$ cat config.mk
export PLATFORM = sky130hd
export DESIGN_NAME = fp_mac_pipe
export DESIGN_NICKNAME = d
export VERILOG_FILES = /design/src/rtl/fp_mac_pipe.sv
export SDC_FILE = /design/constraint.sdc
export NUM_CORES = 1
export LEC_CHECK = 0
export ABC_AREA = 1
export CORE_ASPECT_RATIO = 0.75
export CORE_MARGIN = 2
export CORE_UTILIZATION = 45
export CTS_CLUSTER_DIAMETER = 200
export DETAILED_ROUTE_END_ITERATION = 6
export DONT_BUFFER_PORTS = 1
export RECOVER_POWER = 25
export SKIP_LAST_GASP = 1
export SLEW_MARGIN = 5
export SYNTH_ARGS = -nofsm -noshare
export SYNTH_HDL_FRONTEND = slang
export SYNTH_SLANG_ARGS = --single-unit
export TNS_END_PERCENT = 5
$ cat constraint.sdc
create_clock -name CLK -period 22.7 [get_ports CLK]
set_input_delay 3.405 -clock CLK [delete_from_list [all_inputs] [get_ports CLK]]
set_output_delay 3.405 -clock CLK [all_outputs]
set_load 0.02 [all_outputs]
$ cat src/rtl/fp_mac_pipe.sv
// rtl/fp_mac_pipe.sv - pipelined FP multiply-accumulate: input reg, RNE multiply, single-cycle accumulate, FTZ.
// Optional FP_MAC_SATURATE_EN: overflow clamps to signed max finite instead of infinity.
module fp_mac_pipe #(
  parameter int EXP_W = 5,
  parameter int MAN_W = 10,
  parameter int CNT_W = 8
) (
  input  logic                   CLK,
  input  logic                   RESET,
  input  logic                   in_valid,
  output logic                   in_ready,
  input  logic [EXP_W+MAN_W:0]   in_a,
  input  logic [EXP_W+MAN_W:0]   in_b,
  input  logic                   in_last,
  output logic                   out_valid,
  input  logic                   out_ready,
  output logic [EXP_W+MAN_W:0]   out_acc,
  output logic [CNT_W-1:0]       out_count,
  output logic [2:0]             out_flags
);

  localparam int W    = 1 + EXP_W + MAN_W;
  localparam int M    = MAN_W + 1;
  localparam int E    = M + 3;
  localparam int EMAX = (1 << EXP_W) - 1;
  localparam int BIAS = (1 << (EXP_W - 1)) - 1;
  localparam logic [W-1:0] QNAN = {1'b0, {EXP_W{1'b1}}, 1'b1, {(MAN_W-1){1'b0}}};

  // Returns {overflow, inexact, word}; e is the unbiased-plus-bias exponent before rounding.
  function automatic logic [W+1:0] round_pack(input logic s, input int e, input logic [MAN_W-1:0] f,
                                              input logic g, input logic st);
    logic [MAN_W:0] fr;
    int             er;
    logic [W-1:0]   word;
    logic           ovf, inx;
    fr  = {1'b0, f} + {{MAN_W{1'b0}}, g & (st | f[0])};
    er  = fr[MAN_W] ? e + 1 : e;
    inx = g | st;
    ovf = 1'b0;
    if (er >= EMAX) begin
      ovf = 1'b1;
      inx = 1'b1;
`ifdef FP_MAC_SATURATE_EN
      word = {s, {(EXP_W-1){1'b1}}, 1'b0, {MAN_W{1'b1}}};
`else
      word = {s, {EXP_W{1'b1}}, {MAN_W{1'b0}}};
`endif
    end else if (er <= 0) begin
      word = {s, {(W-1){1'b0}}};
      inx  = 1'b1;
    end else begin
      word = {s, er[EXP_W-1:0], fr[MAN_W-1:0]};
    end
    return {ovf, inx, word};
  endfunction

  // Returns {nan, overflow, inexact, word}.
  function automatic logic [W+2:0] fmul(input logic [W-1:0] a, input logic [W-1:0] b);
    int             ea, eb, e;
    logic           s, an, bn, ai, bi, az, bz;
    logic [2*M-1:0] prod;
    logic [W+2:0]   res;
    ea = int'(a[W-2:MAN_W]);
    eb = int'(b[W-2:MAN_W]);
    s  = a[W-1] ^ b[W-1];
    an = (ea == EMAX) && (a[MAN_W-1:0] != '0);
    bn = (eb == EMAX) && (b[MAN_W-1:0] != '0);
    ai = (ea == EMAX) && (a[MAN_W-1:0] == '0);
    bi = (eb == EMAX) && (b[MAN_W-1:0] == '0);
    az = (ea == 0);
    bz = (eb == 0);
    if (an || bn || (ai && bz) || (bi && az)) begin
      res = {3'b100, QNAN};
    end else if (ai || bi) begin
      res = {3'b000, s, {EXP_W{1'b1}}, {MAN_W{1'b0}}};
    end else if (az || bz) begin
      res = {2'b00, (az && a[MAN_W-1:0] != '0) || (bz && b[MAN_W-1:0] != '0), s, {(W-1){1'b0}}};
    end else begin
      prod = {{M{1'b0}}, 1'b1, a[MAN_W-1:0]} * {{M{1'b0}}, 1'b1, b[MAN_W-1:0]};
      e    = ea + eb - BIAS;
      if (prod[2*M-1]) e = e + 1;
      else             prod = prod << 1;
      res = {1'b0, round_pack(s, e, prod[2*MAN_W -: MAN_W], prod[MAN_W], |prod[MAN_W-1:0])};
    end
    return res;
  endfunction

  function automatic logic [W+2:0] fadd(input logic [W-1:0] a, input logic [W-1:0] b);
    logic [W-1:0] x, y;
    int           ex, ey, d, p, e;
    logic [E-1:0] mx, my;
    logic [E:0]   sm, n;
    logic         an, bn, ai, bi, az, bz, lost;
    logic [W+2:0] res;
    an = (a[W-2:MAN_W] == '1) && (a[MAN_W-1:0] != '0);
    bn = (b[W-2:MAN_W] == '1) && (b[MAN_W-1:0] != '0);
    ai = (a[W-2:MAN_W] == '1) && (a[MAN_W-1:0] == '0);
    bi = (b[W-2:MAN_W] == '1) && (b[MAN_W-1:0] == '0);
    az = (a[W-2:MAN_W] == '0);
    bz = (b[W-2:MAN_W] == '0);
    if (an || bn || (ai && bi && (a[W-1] != b[W-1]))) res = {3'b100, QNAN};
    else if (ai)       res = {3'b000, a};
    else if (bi)       res = {3'b000, b};
    else if (az && bz) res = {3'b000, a[W-1] & b[W-1], {(W-1){1'b0}}};
    else if (az)       res = {3'b000, b};
    else if (bz)       res = {3'b000, a};
    else begin
      if (a[W-2:0] >= b[W-2:0]) begin x = a; y = b; end
      else                      begin x = b; y = a; end
      ex   = int'(x[W-2:MAN_W]);
      ey   = int'(y[W-2:MAN_W]);
      d    = ex - ey;
      mx   = {1'b1, x[MAN_W-1:0], 3'b000};
      my   = {1'b1, y[MAN_W-1:0], 3'b000};
      lost = 1'b0;
      for (int i = 0; i < E; i++) if (i < d && my[i]) lost = 1'b1;
      my    = (d >= E) ? '0 : my >> d;
      my[0] = my[0] | lost;
      sm = (x[W-1] == y[W-1]) ? {1'b0, mx} + {1'b0, my} : {1'b0, mx} - {1'b0, my};
      if (sm == '0) begin
        res = {3'b000, {W{1'b0}}};
      end else begin
        p = 0;
        for (int i = 0; i <= E; i++) if (sm[i]) p = i;
        // Leading one lands on bit E-1; three guard bits keep rounding exact.
        if (p == E) begin
          n = (sm >> 1) | {{E{1'b0}}, sm[0]};
          e = ex + 1;
        end else begin
          n = sm << (E - 1 - p);
          e = ex - (E - 1 - p);
        end
        res = {1'b0, round_pack(x[W-1], e, n[E-2:3], n[2], n[1] | n[0])};
      end
    end
    return res;
  endfunction

  logic               s0_valid, s0_last, s1_valid, s1_last, stall;
  logic [W-1:0]       s0_a, s0_b, s1_p, acc;
  logic [2:0]         s1_flags, flg, flg_nxt;
  logic [CNT_W-1:0]   cnt, cnt_nxt;
  logic [W+2:0]       mul_r, add_r;

  assign stall    = out_valid && !out_ready;
  assign in_ready = !stall;
  assign mul_r    = fmul(s0_a, s0_b);
  assign add_r    = fadd(acc, s1_p);
  assign cnt_nxt  = (&cnt) ? cnt : cnt + 1'b1;
  assign flg_nxt  = flg | s1_flags | add_r[W+2:W];

  always_ff @(posedge CLK or posedge RESET) begin
    if (RESET) begin
      s0_valid <= 1'b0; s0_last <= 1'b0; s0_a <= '0; s0_b <= '0;
      s1_valid <= 1'b0; s1_last <= 1'b0; s1_p <= '0; s1_flags <= '0;
      acc <= '0; cnt <= '0; flg <= '0;
      out_valid <= 1'b0; out_acc <= '0; out_count <= '0; out_flags <= '0;
    end else if (!stall) begin
      s0_valid  <= in_valid;
      s0_last   <= in_last;
      s0_a      <= in_a;
      s0_b      <= in_b;
      s1_valid  <= s0_valid;
      s1_last   <= s0_last;
      s1_p      <= mul_r[W-1:0];
      s1_flags  <= mul_r[W+2:W];
      out_valid <= s1_valid && s1_last;
      if (s1_valid) begin
        if (s1_last) begin
          // Publish the finished sum and restart the next vector from +0.
          out_acc   <= add_r[W-1:0];
          out_count <= cnt_nxt;
          out_flags <= flg_nxt;
          acc <= '0; cnt <= '0; flg <= '0;
        end else begin
          acc <= add_r[W-1:0];
          cnt <= cnt_nxt;
          flg <= flg_nxt;
        end
      end
    end
  end

endmodule
==> results.ini <==
[logic_synthesis]
yosys.area.top_type_share_pct=18.6
yosys_warnings=0
syn_inst=2197
synth_top_flop_cell=dfrtp_1
synth-edff-count=0
synth_area_um2=14800
ys_seq_elements=110
synth.yosys.seq_area_share_pct=18.6
synth.largest_area_cell=dfrtp_1
async_reset_ff_share_pct=100
synth.avg_cell_area_um2=6.72
synth_cell_types=63
synthesis.nets=2447
synthTopCellsByArea=dfrtp_1, nand2_1, fa_1

[floorplan]
die_h_um=161
initial_utilization_pct=45.6
chipWidth_um=213
die_area_um2=34300
io_pins=66
core_um2=32400
rows=57

[setup_path]
cp_slowest_cell=ha_1
startpoint_type=flop
crit_top_cell=nand2_1
startpoint=s1_p[10]
critPathCaptureType=flop
reg2reg_depth=67
crit_type=flop to flop
rr_startpoint=s1_p[10]
slowest_delay_ps=620
required_ps=22960
arrival_ps=11480
critPathMaxFanout=32

[detailed_routing]
ant_nets=0
dr.pass1.iters=5
routed-via-count=13700
drc_errors=0
via_per_inst=5.30
routed_wl_um=40800
wire_per_inst_um=15.8
dr.first_iter.drc_count=1314

[timing]
fin_tns_setup_ps=0
fin_skew_ps=18.0
setup_viol=0
grt_setup_unrepaired=no
max_slew_margin_pct=-21.2
worst_pin_slew_ps=1820
max_freq_ghz=0.0891
min_period_ps=11220
slew_violations=76
period_share_pct=49.4
hold_viol=0

[final_layout]
final_common_cell=nand2_1
nNetsFinal=2392
mostFrequentLayoutCells=nand2_1, inv_1, nand3_1, ha_1, nor2_1
syn2layout_area_growth_pct=3.49
drive_above_1_share_pct=5.78

[worst_hold_path]
hold_path.class=flop to flop
hold_start=s1_p[7]
holdPathStages=2

[clock_tree]
cts_buffers=9
cts_hold_buf=0
clock_latency_ps=370
htreeDepth=3
cts-resized-gates=0
cts_tree=built
post_cts_buffers=0
clk_pin_slew_ps=90
cts_sinks=110
cts-root-buf=clkbuf_16
cts_max_path_buffers=2

[status]
violations=capacitance limit, slew limit
status=finished with violations

[place]
port_buffers=0
place.gp.congestion=0.958
dpl.hpwl_um=32800

[global_routing]
grt_max_degree=76
grt_pass1_wl_um=67800
grt_antenna_before_repair=0
grt_util_all_layers_pct=24.6
grt_pass1_vias=13100
gr-total-overflow=0

[run]
cap_violations=2

## synthesized netlist by cell type, types with 11 or more instances
master    instances
inv_1           342
nand3_1         171
o21ai_1          27
clkbuf_1         37
nand4_1          31
a21oi_1          88
nor3_1           26
ha_1            130
o21ai_0          93
inv_2            11
fa_1             83
nand2_2          30
dfrtp_1         110
o22ai_1          20
xor2_1           45
nand2_1         661
nor2_1          111
## through the flow
| step | area (µm²) | utilization, % | worst slack, ps | std cells | hold slack, ps |
|---|---|---|---|---|---|
| after global placement | 15000 | 46.2 | 12250 | 2573 | 469 |
| after floorplan | 14800 | - | 14330 | 2197 | 446 |
| after detailed placement | 15000 | 46.2 | 11820 | 2573 | 468 |
| after global routing | 15300 | 47.2 | 10370 | 2589 | 521 |
| final | 15300 | 47.2 | 11480 | 2590 | 493 |
| after CTS | 15300 | 47.2 | 11740 | 2589 | 493 |
## cell type report
cell class / instances / area, µm²
Fill cell: 3339 / 17100
Multi-Input combinational cell: 1652 / 10200
Sequential cell: 110 / 2750
Inverter: 363 / 1370
Tap cell: 442 / 553
Clock buffer: 9 / 225
Clock inverter: 7 / 96.3
Timing Repair Buffer: 6 / 41.3
Antenna cell: 1 / 2.50
## worst max-delay path, delay by kind of cell, from the launching register on
kind                     cells  cell delay, ps
AO/OA/AOI/OAI               14            2410
adder cells (fa/ha/maj)      8            2860
buffers and inverters        7             900
flip-flops                   1             400
AND/OR/NAND/NOR             38            4500
## flip-flops by register name, indices dropped and copies added, names as in the netlist, 3 cells and up
name	cells
acc	16
out_acc	16
s0_a	16
s0_b	16
s1_p	16
cnt	8
out_count	8
flg	3
out_flags	3
s1_flags	3
## layer usage
layer | up-vias | track usage, % | share of wire (%)
met5 | - | 0 | 0
met4 | 0 | 4.29 | 1.2
met3 | 38 | 4.20 | 7.6
met2 | 431 | 35.3 | 40
met1 | 6384 | 38.7 | 51
li1 | 6882 | - | -
## cell families after synthesis
kind of cell | share of synthesized area, %
simple gates | 32.4
buf+inv | 12.0
compound gates | 11.3
fa+ha+maj | 22.3
flops | 18.6
xor+xnor | 3.37
mux | 0.0678
## worst paths after layout
check	slack (ps)	to
worst max-delay path	11480	out_acc[12]
worst min register to register	490	s1_p[7]
max in group asynchronous	17800	s1_p[7]
worst min-delay path	490	s1_p[7]
worst max register to register	11480	out_acc[12]
min in group asynchronous	3280	out_valid
Power is left out: the tool's default activity adds up to more than one toggle a clock period on the data nets, which glitch-free logic cannot reach.
